File: src/rtl/cix_align_unit_pkg.sv
// Shared sizing and mode encodings for the count/normalise unit.
// Module parameters default from here so all files agree on widths.
package cix_align_unit_pkg;

  localparam int CIX_ORDER = 3;
  localparam int CIX_W     = 2 ** CIX_ORDER;
  localparam int CIX_CW    = CIX_ORDER + 1;

  // {lead, trail} selects which zero bits cix_core counts
  typedef enum logic [1:0] {
    CNT_NONE  = 2'b00,
    CNT_TRAIL = 2'b01,
    CNT_LEAD  = 2'b10,
    CNT_ZEROS = 2'b11
  } cix_mode_e;

endpackage

File: src/rtl/cix_align_unit_core.sv
// Mode-selectable zero counter: leading zeros, trailing zeros or total zeros.
// Fed with an inverted word, the total-zeros mode gives a population count.
module cix_core
  import cix_align_unit_pkg::*;
#(
  parameter int ORDER = CIX_ORDER,
  parameter int W     = 2 ** ORDER
) (
  input  logic [W-1:0]   data,
  input  logic           lead,
  input  logic           trail,
  output logic [ORDER:0] cnt
);

  localparam logic [ORDER:0] CNT_ONE = {{ORDER{1'b0}}, 1'b1};

  cix_mode_e      mode_s;
  logic [ORDER:0] cnt_s;
  logic           hit_s;

  assign mode_s = cix_mode_e'({lead, trail});

  // zero counting for the selected direction; hit_s stops a scan at the first one
  always_comb begin
    cnt_s = {(ORDER + 1){1'b0}};
    hit_s = 1'b0;
    case (mode_s)
      CNT_LEAD: begin
        for (int i = W - 1; i >= 0; i--) begin
          if (hit_s || data[i]) begin
            hit_s = 1'b1;
          end else begin
            cnt_s = cnt_s + CNT_ONE;
          end
        end
      end
      CNT_TRAIL: begin
        for (int i = 0; i < W; i++) begin
          if (hit_s || data[i]) begin
            hit_s = 1'b1;
          end else begin
            cnt_s = cnt_s + CNT_ONE;
          end
        end
      end
      CNT_ZEROS: begin
        for (int i = 0; i < W; i++) begin
          if (!data[i]) begin
            cnt_s = cnt_s + CNT_ONE;
          end else begin
            cnt_s = cnt_s;
          end
        end
      end
      default: begin
        cnt_s = {(ORDER + 1){1'b0}};
      end
    endcase
  end

  assign cnt = cnt_s;

endmodule

File: src/rtl/cix_align_unit.sv
// Single-cycle bit analysis: clz, ctz, popcount and left-normalisation of a word,
// all computed combinationally and captured into output registers on in_valid.
module cix_align_unit
  import cix_align_unit_pkg::*;
#(
  parameter int ORDER = CIX_ORDER,
  parameter int W     = 2 ** ORDER
) (
  input  logic           clock,
  input  logic           reset,
  input  logic           in_valid,
  input  logic [W-1:0]   in,
  output logic           out_valid,
  output logic [ORDER:0] clz,
  output logic           clz_z,
  output logic [ORDER:0] ctz,
  output logic           ctz_z,
  output logic [ORDER:0] pop,
  output logic           pop_z,
  output logic [W-1:0]   norm,
  output logic [ORDER:0] norm_c
);

  localparam logic [ORDER:0] W_CNT = (ORDER + 1)'(W);

  logic [ORDER:0] clz_s, ctz_s, pop_s, norm_c_s;
  logic           zero_s;
  logic [W-1:0]   stage_s [ORDER:0];
  logic [ORDER-1:0] shift_s;

  logic           out_valid_r;
  logic [ORDER:0] clz_r, ctz_r, pop_r, norm_c_r;
  logic           zero_r;
  logic [W-1:0]   norm_r;

  cix_core #(.ORDER(ORDER), .W(W)) u_clz (
    .data (in),
    .lead (1'b1),
    .trail(1'b0),
    .cnt  (clz_s)
  );

  cix_core #(.ORDER(ORDER), .W(W)) u_ctz (
    .data (in),
    .lead (1'b0),
    .trail(1'b1),
    .cnt  (ctz_s)
  );

  // zeros of the inverted word are the ones of the original
  cix_core #(.ORDER(ORDER), .W(W)) u_pop (
    .data (~in),
    .lead (1'b1),
    .trail(1'b1),
    .cnt  (pop_s)
  );

  assign zero_s         = (in == {W{1'b0}});
  assign stage_s[ORDER] = in;

  // widest stage first, so each later stage only ever sees a smaller remaining gap
  for (genvar k = ORDER - 1; k >= 0; k--) begin : g_norm
    localparam int SH = 2 ** k;
    assign shift_s[k] = (stage_s[k+1][W-1 -: SH] == {SH{1'b0}});
    assign stage_s[k] = shift_s[k] ? (stage_s[k+1] << SH) : stage_s[k+1];
  end

  // an all-zero word takes every shift, which would read as W-1, so force W
  assign norm_c_s = zero_s ? W_CNT : {1'b0, shift_s};

  // result registers: load on in_valid, hold otherwise, cleared by reset
  always_ff @(posedge clock or posedge reset) begin
    if (reset) begin
      out_valid_r <= 1'b0;
      clz_r       <= {(ORDER + 1){1'b0}};
      ctz_r       <= {(ORDER + 1){1'b0}};
      pop_r       <= {(ORDER + 1){1'b0}};
      norm_c_r    <= {(ORDER + 1){1'b0}};
      zero_r      <= 1'b0;
      norm_r      <= {W{1'b0}};
    end else begin
      out_valid_r <= in_valid;
      if (in_valid) begin
        clz_r    <= clz_s;
        ctz_r    <= ctz_s;
        pop_r    <= pop_s;
        norm_c_r <= norm_c_s;
        zero_r   <= zero_s;
        norm_r   <= stage_s[0];
      end
    end
  end

  assign out_valid = out_valid_r;
  assign clz       = clz_r;
  assign clz_z     = zero_r;
  assign ctz       = ctz_r;
  assign ctz_z     = zero_r;
  assign pop       = pop_r;
  assign pop_z     = zero_r;
  assign norm      = norm_r;
  assign norm_c    = norm_c_r;

endmodule

File: config.mk
export PLATFORM = sky130hd
export DESIGN_NAME = cix_align_unit
export DESIGN_NICKNAME = d
export VERILOG_FILES = /design/src/rtl/cix_align_unit_pkg.sv /design/src/rtl/cix_align_unit_core.sv /design/src/rtl/cix_align_unit.sv
export SDC_FILE = /design/constraint.sdc
export NUM_CORES = 1
export LEC_CHECK = 0
export BUFFER_PORTS_ARGS = -buffer_cell sky130_fd_sc_hd__buf_2
export CORE_MARGIN = 3
export CORE_UTILIZATION = 53
export DETAILED_ROUTE_END_ITERATION = 6
export GPL_ROUTABILITY_DRIVEN = 1
export PLACE_DENSITY = 0.83
export SLEW_MARGIN = 20
export SYNTH_ARGS = -nofsm -noshare
export SYNTH_HDL_FRONTEND = slang
export SYNTH_SLANG_ARGS = --single-unit
export TNS_END_PERCENT = 10
File: constraint.sdc
create_clock -name clock -period 0.92 [get_ports clock]
set_clock_uncertainty 0.05 [all_clocks]
set_input_delay 0.092 -clock clock [delete_from_list [all_inputs] [get_ports clock]]
set_output_delay 0.092 -clock clock [all_outputs]
set_load 0.005 [all_outputs]
Word-level counts from Yosys, hierarchy flattened
Index checks and enable logic that the tools add are counted.
{ "word_totals": {"ff_bits": 26, "inputBits": 11, "out_inout_bits": 28, "elab_cells": 89} }
{ "classes": {"add_sub_neg": 21, "n_mux": 42, "n_bitwise": 2, "reduce_logical": 17} }
{ "op_table": {"columns": ["operator", "n"], "rows": [
  ["two-way mux 4 bit", 22],
  ["adder 4 x 1 -> 4 bit, second input constant", 18],
  ["two-way mux 8 bit", 3],
  ["two-way mux 1 bit", 17],
  ["logical OR 1 bit", 14],
  ["logical NOT 8 bit", 1],
  ["inverter 8 bit", 1],
  ["adder 1 x 1 -> 2 bit, second input constant", 3],
  ["logical NOT 4 bit", 1],
  ["logical NOT 2 bit", 1],
  ["inverter 1 bit", 1]
]} }

Depth between registers and ports, before layout
Gate-level depths: netlist (run 1).
{ "logic_depth": {"word_depth": 16, "depth_mapped": 23, "depth_no_buf": 20} }

By module
From an unflattened synthesis (run 1), not the netlist that was laid out.
{ "unflattened": {"cells_unflattened": 741, "hier_area_um2": 5813.1} }
{ "modules_own_cells": {"columns": ["module", "n_inst", "cells_each", "area_per_inst_um2", "seq_area_each_um2"], "rows": [
  ["cix_core at u_clz ...", 2, 209, 1521.5, 0.0],
  ["cix_core at u_pop", 1, 209, 1520.2, 0.0],
  ["cix_align_unit", 1, 114, 1249.9, 625.6]
]} }

Worst setup path after synthesis (run 1)
No wires, ideal clock.
{ "synth_timing": {"path_type": "input-to-reg", "start": "input port in[1]", "end": "register ctz_r[3], in the netlist ctz[3]", "setup_ns": 0.082, "arrival_time_ns": 3.817, "required_ns": 0.788, "setup_slack_ns": -3.029, "path_stages": 21, "n_path_buf": 3, "cell_sequence": "buf_2 inv_1 ha_1 buf_2 nor2b_1 buf_2 o21a_1 a31oi_1 ha_1 or2_2 a221oi_1 o21ai_0 a21oi_1 ha_1 nor2b_1 mux2i_1 xnor2_1 xnor2_1 nand3_1 a211o_2 a31oi_1"} }
{ "synth_via": {"elab_chain_len": 14, "word_cells_on_any_way": 26, "classes_between": "add/sub (6); mux (13); reduce/logical (7)"} }
{ "synth_lines": {"columns": ["item", "line_no", "text"], "rows": [
  ["start, declared", "cix_align_unit.sv:12", "input logic [W-1:0] in,"],
  ["logical OR 1 bit (*)", "cix_align_unit_core.sv:39", "if (hit_s || data[i]) begin"],
  ["two-way mux 4 bit or two-way mux 1 bit (tied branches)", "cix_align_unit_core.sv:39", null],
  ["adder 4 x 1 -> 4 bit or logical OR 1 bit (tied branches)", "cix_align_unit_core.sv:42, cix_align_unit_core.sv:39", null],
  ["two-way mux 4 bit or two-way mux 1 bit (tied branches)", "cix_align_unit_core.sv:39", null],
  ["adder 4 x 1 -> 4 bit or logical OR 1 bit (tied branches)", "cix_align_unit_core.sv:42, cix_align_unit_core.sv:39", null],
  ["two-way mux 4 bit or two-way mux 1 bit (tied branches)", "cix_align_unit_core.sv:39", null],
  ["adder 4 x 1 -> 4 bit or logical OR 1 bit (tied branches)", "cix_align_unit_core.sv:42, cix_align_unit_core.sv:39", null],
  ["two-way mux 4 bit or two-way mux 1 bit (tied branches)", "cix_align_unit_core.sv:39", null],
  ["adder 4 x 1 -> 4 bit or logical OR 1 bit (tied branches)", "cix_align_unit_core.sv:42, cix_align_unit_core.sv:39", null],
  ["two-way mux 4 bit or two-way mux 1 bit (tied branches)", "cix_align_unit_core.sv:39", null],
  ["adder 4 x 1 -> 4 bit or logical OR 1 bit (tied branches)", "cix_align_unit_core.sv:42, cix_align_unit_core.sv:39", null],
  ["two-way mux 4 bit or two-way mux 1 bit (tied branches)", "cix_align_unit_core.sv:39", null],
  ["adder 4 x 1 -> 4 bit or logical OR 1 bit (tied branches)", "cix_align_unit_core.sv:42, cix_align_unit_core.sv:39", null],
  ["two-way mux 4 bit (*)", "cix_align_unit_core.sv:39", null],
  ["end signal, assigned", "cix_align_unit.sv:76", "ctz_r <= {(ORDER + 1){1'b0}};"],
  ["end signal, assigned", "cix_align_unit.sv:85", "ctz_r <= ctz_s;"],
  ["end, declared", "cix_align_unit.sv:32", "logic [ORDER:0] clz_r, ctz_r, pop_r, norm_c_r;"]
]} }
Every way passes the cells marked *; elsewhere a longest branch is shown, timed or not.
A chain may end at the register's enable or synchronous reset.

Worst setup path in the final report (run 1)
{ "layout_timing": {"start": "input port in[0]", "end": "register ctz_r[3], in the netlist ctz[3]"} }
{ "layout_via": {"elab_chain_len": 15, "word_cells_on_any_way": 29, "classes_between": "add/sub (7); mux (15); reduce/logical (7)"} }
{ "layout_lines": {"columns": ["item", "line_no"], "rows": [
  ["two-way mux 1 bit", "cix_align_unit_core.sv:39"],
  ["adder 1 x 1 -> 2 bit or logical OR 1 bit (tied branches)", "cix_align_unit_core.sv:42, cix_align_unit_core.sv:39"],
  ["two-way mux 4 bit or two-way mux 1 bit (tied branches)", "cix_align_unit_core.sv:39"],
  ["adder 4 x 1 -> 4 bit or logical OR 1 bit (tied branches)", "cix_align_unit_core.sv:42, cix_align_unit_core.sv:39"],
  ["two-way mux 4 bit or two-way mux 1 bit (tied branches)", "cix_align_unit_core.sv:39"],
  ["adder 4 x 1 -> 4 bit or logical OR 1 bit (tied branches)", "cix_align_unit_core.sv:42, cix_align_unit_core.sv:39"],
  ["two-way mux 4 bit or two-way mux 1 bit (tied branches)", "cix_align_unit_core.sv:39"],
  ["adder 4 x 1 -> 4 bit or logical OR 1 bit (tied branches)", "cix_align_unit_core.sv:42, cix_align_unit_core.sv:39"],
  ["two-way mux 4 bit or two-way mux 1 bit (tied branches)", "cix_align_unit_core.sv:39"],
  ["adder 4 x 1 -> 4 bit or logical OR 1 bit (tied branches)", "cix_align_unit_core.sv:42, cix_align_unit_core.sv:39"],
  ["two-way mux 4 bit or two-way mux 1 bit (tied branches)", "cix_align_unit_core.sv:39"],
  ["adder 4 x 1 -> 4 bit or logical OR 1 bit (tied branches)", "cix_align_unit_core.sv:42, cix_align_unit_core.sv:39"],
  ["two-way mux 4 bit or two-way mux 1 bit (tied branches)", "cix_align_unit_core.sv:39"],
  ["adder 4 x 1 -> 4 bit or logical OR 1 bit (tied branches)", "cix_align_unit_core.sv:42, cix_align_unit_core.sv:39"],
  ["two-way mux 4 bit (*)", "cix_align_unit_core.sv:39"]
]} }
Marks and branches as above.

==> results.py, run 1 <==
metrics = {
    "run_status": {
        "status": "finished with violations",
        "violations": "negative setup slack",
    },
    "critical_path": {
        "rrSetupSlack_ns": -0.06,
        "cp-end-kind": "register",
        "rr_worst_depth": 2,
        "regToRegEndpoint": "pop[2]",
        "path_max_fanout": 5,
        "worstSetupStartpointType": "input pin",
        "crit-reg2reg-launch": "pop[2]",
        "crit_type": "input pin to register",
        "arrival_ns": 3.68,
        "critPathRequiredTime_ns": 1.06,
    },
    "pwr": {
        "internal-power_mw": 2.90,
        "switching_power_mw": 1.81,
        "p_clk_share_pct": 13.9,
        "switching_share_pct": 38.4,
        "total_leakage_power_nw": 2.03,
        "ir_drop_v": 0.00106,
        "comb_power_share_pct": 57.5,
        "power.density_mw_per_mm2": 1070,
        "total_power_mw": 4.71,
        "pwr-share-seq_pct": 28.6,
    },
    "layout": {
        "regArea_um2": 626,
        "nFillCells": 264,
        "stdcell_area_mm2": 0.00439,
        "area_delta_synth_final_pct": 50.7,
        "n_antenna_cell": 0,
        "drive_gt1_share_pct": 46.6,
        "final_util_pct": 84.3,
        "design.final.nets": 531,
        "multi_input_area_mm2": 0.00244,
    },
    "synthesis": {
        "muxShareOfSynthArea_pct": 6.84,
        "yosysWarnings": 0,
        "yosys.area.top_type_share_pct": 21.5,
        "yosys.area.top_type": "dfrtp_1",
        "synth_most_common_cell": "nor2_1",
        "synth_edf_count": 0,
        "synth-compound-area-share_pct": 22.1,
        "synth_top_family_by_area": "simple AND/OR/NAND/NOR gates",
        "yosysSeqAreaShare_pct": 21.5,
        "yosys.area_share.xor_xnor_pct": 10.0,
        "netlist_instances": 368,
        "async_flop_share_pct": 100,
        "synth-simple-area-share_pct": 23.9,
        "ys_ff_latch": 25,
        "synth_area_per_cell_um2": 7.91,
        "ys.flop_type": "dfrtp_1",
        "ys_types": 65,
        "synth_area_leaders": "dfrtp_1 21%, ha_1 8.2%, xnor2_1 6.6%, a21oi_1 5.3%, nor2_1 4.6%",
        "synth_fp_nets": 398,
        "yosys.area_share.adder_pct": 8.17,
        "syn_area_mm2": 0.00291,
        "netlist_top_cells_count": "36 x nor2_1, 31 x a21oi_1, 31 x nand2_1",
    },
    "global_routing": {
        "grt_pass1_vias": 3483,
        "grt_use_total_pct": 33.1,
        "grt_overflow": 0,
        "grt_pass1_wl_mm": 16.9,
        "grt_max_degree": 26,
        "antenna_found_initial": 0,
    },
    "min_path": {
        "min-delay-start": "in_valid",
        "hold_path_end": "norm_c[2]",
        "hp-class": "input pin to register",
        "hold_path_depth": 2,
    },
    "routing": {
        "drtAntennaViolNets": 0,
        "drc": 0,
        "vias": 3675,
        "wl_per_cell_um": 20.2,
        "vias_per_cell": 6.45,
        "firstDrtPassIters": 5,
        "drt_iter0_drc": 364,
        "drt-total-wl_mm": 11.5,
    },
    "floorplan": {
        "row_count": 26,
        "dieArea_mm2": 0.00642,
        "die_w_um": 80.1,
        "start_util_pct": 55.9,
        "core_area_mm2": 0.00520,
        "ios": 39,
        "die_h_um": 80.1,
    },
    "clock_network": {
        "htree_levels": 1,
        "tritoncts": "done",
        "numCtsBuffers": 3,
        "clk_latency_ns": 0.27,
        "ctsRootBufferMaster": "clkbuf_8",
        "clkTransAtPathRegs_ns": 0.09,
        "cts_sinks": 25,
        "cts_buffer_depth": 2,
    },
    "timing": {
        "drv_slew": 0,
        "setup_slack_ns": -2.62,
        "max_freq_mhz": 282,
        "finalHoldViolCount": 0,
        "min_period_ns": 3.54,
        "finalSetupViolations": 47,
        "rsz0062_at_grt": "yes",
        "tightest_slew_ns": 0.429,
        "max_slew_margin_pct": 71.1,
        "period_share_pct": 385,
    },
    "run": {
        "maxCapViolCount": 0,
    },
    "placement": {
        "placed_cell_area_mm2": 0.00389,
        "hpwlAfterDp_mm": 6.83,
        "place_congestion": 0.917,
        "portBuffers": 38,
    },
}
==> state kept, by name, summed over array words and instances (netlist names) <==
signal / flops
out_valid: 1
norm: 8
ctz: 4
norm_c: 4
clz: 4
pop: 4
==> worst max-delay path by stage <==
stage / start / end / depth (start not counted) / slack, ns
global route: in[0] / ctz[2] / 22 / -2.76
finish: in[0] / ctz[3] / 21 / -2.62
CTS: in[0] / ctz[2] / 22 / -2.41
global placement: in[0] / ctz[2] / 22 / -2.78
detailed placement: in[0] / pop[2] / 20 / -2.92
floorplan: in[0] / ctz[3] / 19 / -2.67
==> placed cells by master, fill, tap and decap left out, types with 3 or more instances in the layout <==
master    netlist  final
ha_4            0      7
a21o_1          3      3
mux2i_1        12     10
mux2_2          7      5
nor3b_1         4      3
inv_2           2      3
o211ai_1        5      5
inv_1          12      9
nand2_1        31     30
a31oi_1         6      5
nor2b_1        13      6
and2_1          4      4
nor2_1         36     33
nor3_1          7      6
o21ai_1         0      4
ha_1           19     11
o31ai_1         5      4
clkbuf_8        0      3
nor2b_4         0      5
xor2_1          6      5
buf_6           2      4
dfrtp_1        25     25
nand3_1         8      8
xnor2_2         0      5
a21oi_1        31     22
buf_2           8     36
nand2b_1        7      7
buf_4           7    115
xnor2_1        22     17
o21ai_0        20     14
a21oi_2         0      8
and3_1          6      4
==> routing by layer <==
layer  global-route usage, %  routed length [µm]
met5                       0                   0
met4                    13.5                 901
met3                    3.48                 791
met2                    60.0                5660
met1                    39.6                4160
==> through the flow <==
| step | hold slack [ns] | worst slack (ns) | cells | TNS (ns) |
|---|---|---|---|---|
| after floorplan | 0.0693 | -2.67 | 368 | -30.70 |
| after global placement | 0.101 | -2.78 | 551 | -33.58 |
| after detailed placement | 0.112 | -2.92 | 551 | -35.38 |
| after CTS | 0.0290 | -2.41 | 566 | -27.40 |
| after global routing | 0.0577 | -2.76 | 570 | -32.06 |
| final | 0.0472 | -2.62 | 570 | -29.18 |
==> area by class of cell <==
cell class / count / share of cell area, %
clock buffer: 4 / 1.03
inverter: 14 / 1.34
multi-input combinational: 299 / 55.6
sequential: 25 / 14.3
tap: 70 / 2.00
timing repair buffer: 158 / 25.7
==> repair_timing <==
item | CTS | global route
endpoints found under the hold margin | 25 | 0
pin swaps | 22 | 23
hold buffers | 1 | 0
resized for setup | 45 | 28
setup buffers | 10 | 4
setup endpoints to repair | 46 | 49
==> cell families after synthesis <==
logic type,after synthesis
AOI/OAI and AO/OA,98
xor gates and xnor gates,30
adders and majority gates,19
buffers and inverters,44
DFF,25
muxes,19
and+or+nand+nor,133
==> critical path: stages <==
cell	delay, ns
buf_8	0.10
clkinvlp_4	0.13
ha_4	0.15
nor2b_4	0.22
buf_4	0.14
o21a_1	0.17
a31oi_4	0.11
ha_4	0.28
buf_4	0.12
nand2_1	0.08
a221oi_4	0.28
o21ai_2	0.11
a21oi_2	0.16
ha_2	0.18
nor2b_4	0.13
mux2i_1	0.21
xnor2_1	0.19
xnor2_1	0.18
nand3_1	0.13
a211o_2	0.33
a31oi_1	0.16
==> power by group through the flow <==
| stage | Sequential [mW] | Combinational (mW) | Clock (mW) |
|---|---|---|---|
| floorplan | 1.35 | 1.26 | 0 |
| global placement | 1.33 | 2.09 | 0 |
| detailed placement | 1.35 | 2.19 | 0 |
| CTS | 1.33 | 2.41 | 0.658 |
| global route | 1.35 | 2.88 | 0.698 |
| finish | 1.35 | 2.71 | 0.652 |
Power figures use the tool's default switching activity.
==> inputs of run 2 (changes only) <==
ABC_AREA = 1   (was unset)
==> run 2 against run 1 <==
  * Hold slack better by 0.073 ns
  * Via count rose by 14%
  * Global-route usage fell by 1.3 points
  * Flip-flop and latch count unchanged
  * The run still ends with negative setup slack left
  * Combinational power is 14% lower
  * Final area is essentially flat
  * Critical path depth increased by 4
==> results.py, run 2 <==
metrics = {
    "pwr": {
        "comb_power_share_pct": 53.7,
        "pwr-share-seq_pct": 29.6,
        "switching_share_pct": 41.7,
        "ir_drop_v": 0.000652,
        "power.density_mw_per_mm2": 991,
        "p_clk_share_pct": 16.7,
        "switching_power_mw": 1.81,
        "internal-power_mw": 2.54,
        "total_leakage_power_nw": 2.37,
        "total_power_mw": 4.35,
    },
    "floorplan": {
        "ios": 39,
        "die_w_um": 79.1,
        "dieArea_mm2": 0.00625,
        "core_area_mm2": 0.00494,
        "row_count": 25,
        "start_util_pct": 57.2,
        "die_h_um": 79.1,
    },
    "timing": {
        "finalHoldViolCount": 0,
        "fin_setup_tns_ns": -25.52,
        "period_share_pct": 299,
        "setup_slack_ns": -1.83,
        "max_slew_margin_pct": 71.8,
        "finalSetupViolations": 50,
        "max_freq_mhz": 363,
        "tightest_slew_ns": 0.420,
        "drv_slew": 0,
        "min_period_ns": 2.75,
        "rsz0062_at_grt": "yes",
    },
    "routing": {
        "wl_per_cell_um": 18.1,
        "vias": 4174,
        "drt_iter0_drc": 566,
        "drc": 0,
        "drt-total-wl_mm": 12.1,
        "drtAntennaViolNets": 0,
        "firstDrtPassIters": 6,
        "vias_per_cell": 6.26,
    },
    "synthesis": {
        "synth_fp_nets": 485,
        "yosysSeqAreaShare_pct": 22.1,
        "ys_ff_latch": 25,
        "ys_types": 37,
        "ys.flop_type": "dfrtp_1",
        "synth_most_common_cell": "nand2_1",
        "yosysWarnings": 0,
        "yosys.area.top_type": "nand2_1",
        "synth_edf_count": 0,
        "async_flop_share_pct": 100,
        "synth_area_leaders": "nand2_1 23%, dfrtp_1 22%, nand3_1 9.7%, ha_1 8.4%, inv_1 6.1%",
        "netlist_top_cells_count": "174 x nand2_1, 55 x nand3_1, 46 x inv_1",
        "netlist_instances": 455,
        "yosys.area.top_type_share_pct": 23.1,
        "synth_area_per_cell_um2": 6.22,
        "syn_area_mm2": 0.00283,
    },
    "critical_path": {
        "endpoint": "ctz[1]",
        "startpoint": "in[0]",
        "critPathRequiredTime_ns": 1.04,
        "rrSetupSlack_ns": 0.09,
        "crit_type": "input pin to register",
        "cp-end-kind": "register",
        "rr_worst_depth": 2,
        "regToRegEndpoint": "norm[1]",
        "crit-reg2reg-launch": "norm[1]",
        "worstSetupStartpointType": "input pin",
        "path_max_fanout": 5,
        "arrival_ns": 2.88,
    },
    "global_routing": {
        "antenna_found_initial": 0,
        "grt_overflow": 0,
        "grt_pass1_vias": 3657,
        "grt_use_total_pct": 31.8,
        "grt_pass1_wl_mm": 16.2,
        "grt_max_degree": 26,
    },
    "min_path": {
        "hp-class": "input pin to register",
    },
    "layout": {
        "mostFrequentLayoutCell": "nand2_1",
        "area_delta_synth_final_pct": 54.9,
        "regArea_um2": 626,
        "n_antenna_cell": 0,
        "nFillCells": 220,
        "final_util_pct": 88.7,
        "multi_input_area_mm2": 0.00231,
        "drive_gt1_share_pct": 46.7,
        "largest_reg_flops": 8,
        "final_cell_mix": "139 x nand2_1, 110 x buf_4, 48 x nand3_1",
        "design.final.nets": 631,
    },
    "clock_network": {
        "tritoncts": "done",
        "htree_levels": 1,
        "ctsRootBufferMaster": "clkbuf_8",
        "cts_sinks": 25,
        "numCtsBuffers": 3,
        "cts_buffer_depth": 2,
        "clk_latency_ns": 0.28,
        "clkTransAtPathRegs_ns": 0.09,
    },
    "run_status": {
        "status": "finished with violations",
        "violations": "negative setup slack",
    },
    "placement": {
        "place_congestion": 0.895,
        "hpwlAfterDp_mm": 6.59,
        "place_worst_setup_slack_ns": -2.08,
        "portBuffers": 38,
    },
    "run": {
        "maxCapViolCount": 0,
    },
}
-- run 2: metrics by stage --
stage | std cells | hold slack [ns] | instance area [µm²]
6_report | 667 | 0.121 | 4380
5_1_grt | 667 | 0.120 | 4380
4_1_cts | 662 | 0.0971 | 4200
3_5_place_dp | 641 | 0.113 | 3820
3_3_place_gp | 641 | 0.0952 | 3820
2_1_floorplan | 455 | 0.0693 | 2940
-- run 2: logic make-up after synthesis --
| logic type | after synthesis | synth area share (%) |
|---|---|---|
| AND/OR/NAND/NOR | 290 | 47.4 |
| buffers and inverters | 67 | 10.6 |
| AO/OA/AOI/OAI | 52 | 10.9 |
| flip-flops | 25 | 22.1 |
| adder cells (fa/ha/maj) | 19 | 8.40 |
| XOR/XNOR | 2 | 0.619 |
-- run 2: area by class of cell --
class                   instances  area share [%]
clock buffers                   3           0.942
clock inverters                 1           0.200
inverters                      56            5.42
multi-input cells             363            52.7
flip-flops and latches         25            14.3
well taps                      67            1.91
repair buffers                152            24.6
-- run 2: critical path, cell delays in order --
cell        delay, ns
buf_8            0.10
clkinvlp_4       0.14
ha_4             0.20
inv_4            0.04
nor2_4           0.16
nand2_2          0.10
nand2_2          0.08
inv_2            0.05
ha_4             0.26
inv_2            0.03
nand2_2          0.05
nand2_2          0.06
nand2_2          0.08
nand2_2          0.08
nand2_4          0.10
nand2_4          0.07
ha_4             0.28
or2_0            0.12
nand2_1          0.09
o21ai_1          0.18
ha_2             0.30
nand2_2          0.07
o21ai_2          0.05
nand2_1          0.05
nand2_1          0.05
-- run 2: power groups by stage --
stage          Clock (mW)  Combinational (mW)  Sequential, mW
6_report            0.725                2.33            1.29
5_1_grt             0.761                2.47            1.29
4_1_cts             0.708                1.96            1.28
3_5_place_dp            0                1.70            1.30
3_3_place_gp            0                1.62            1.29
2_1_floorplan           0               0.991            1.31
-- run 2: layer usage --
| metal | global-route usage, % | share of wire [%] |
|---|---|---|
| met1 | 35.8 | 36 |
| met2 | 58.0 | 45 |
| met3 | 3.51 | 10 |
| met4 | 17.4 | 8.4 |
| met5 | 0 | 0 |
-- run 2: worst min path at each step --
stage / from / to / slack (ns) / cells past startpoint
2_1_floorplan: reset / clz[0] / 0.07 / 1
3_3_place_gp: reset / out_valid / 0.1 / 3
3_5_place_dp: reset / norm_c[0] / 0.11 / 3
4_1_cts: in_valid / out_valid / 0.1 / 2
5_1_grt: in_valid / out_valid / 0.12 / 2
6_report: in_valid / out_valid / 0.12 / 2
-- run 2: repair_timing --
action / CTS / global route
setup buffers: 16 / 5
pin swaps: 38 / 27
endpoints found under the hold margin: 25 / 0
gates resized for setup: 60 / 47
hold buffers: 1 / 0
setup endpoints to repair: 51 / 52
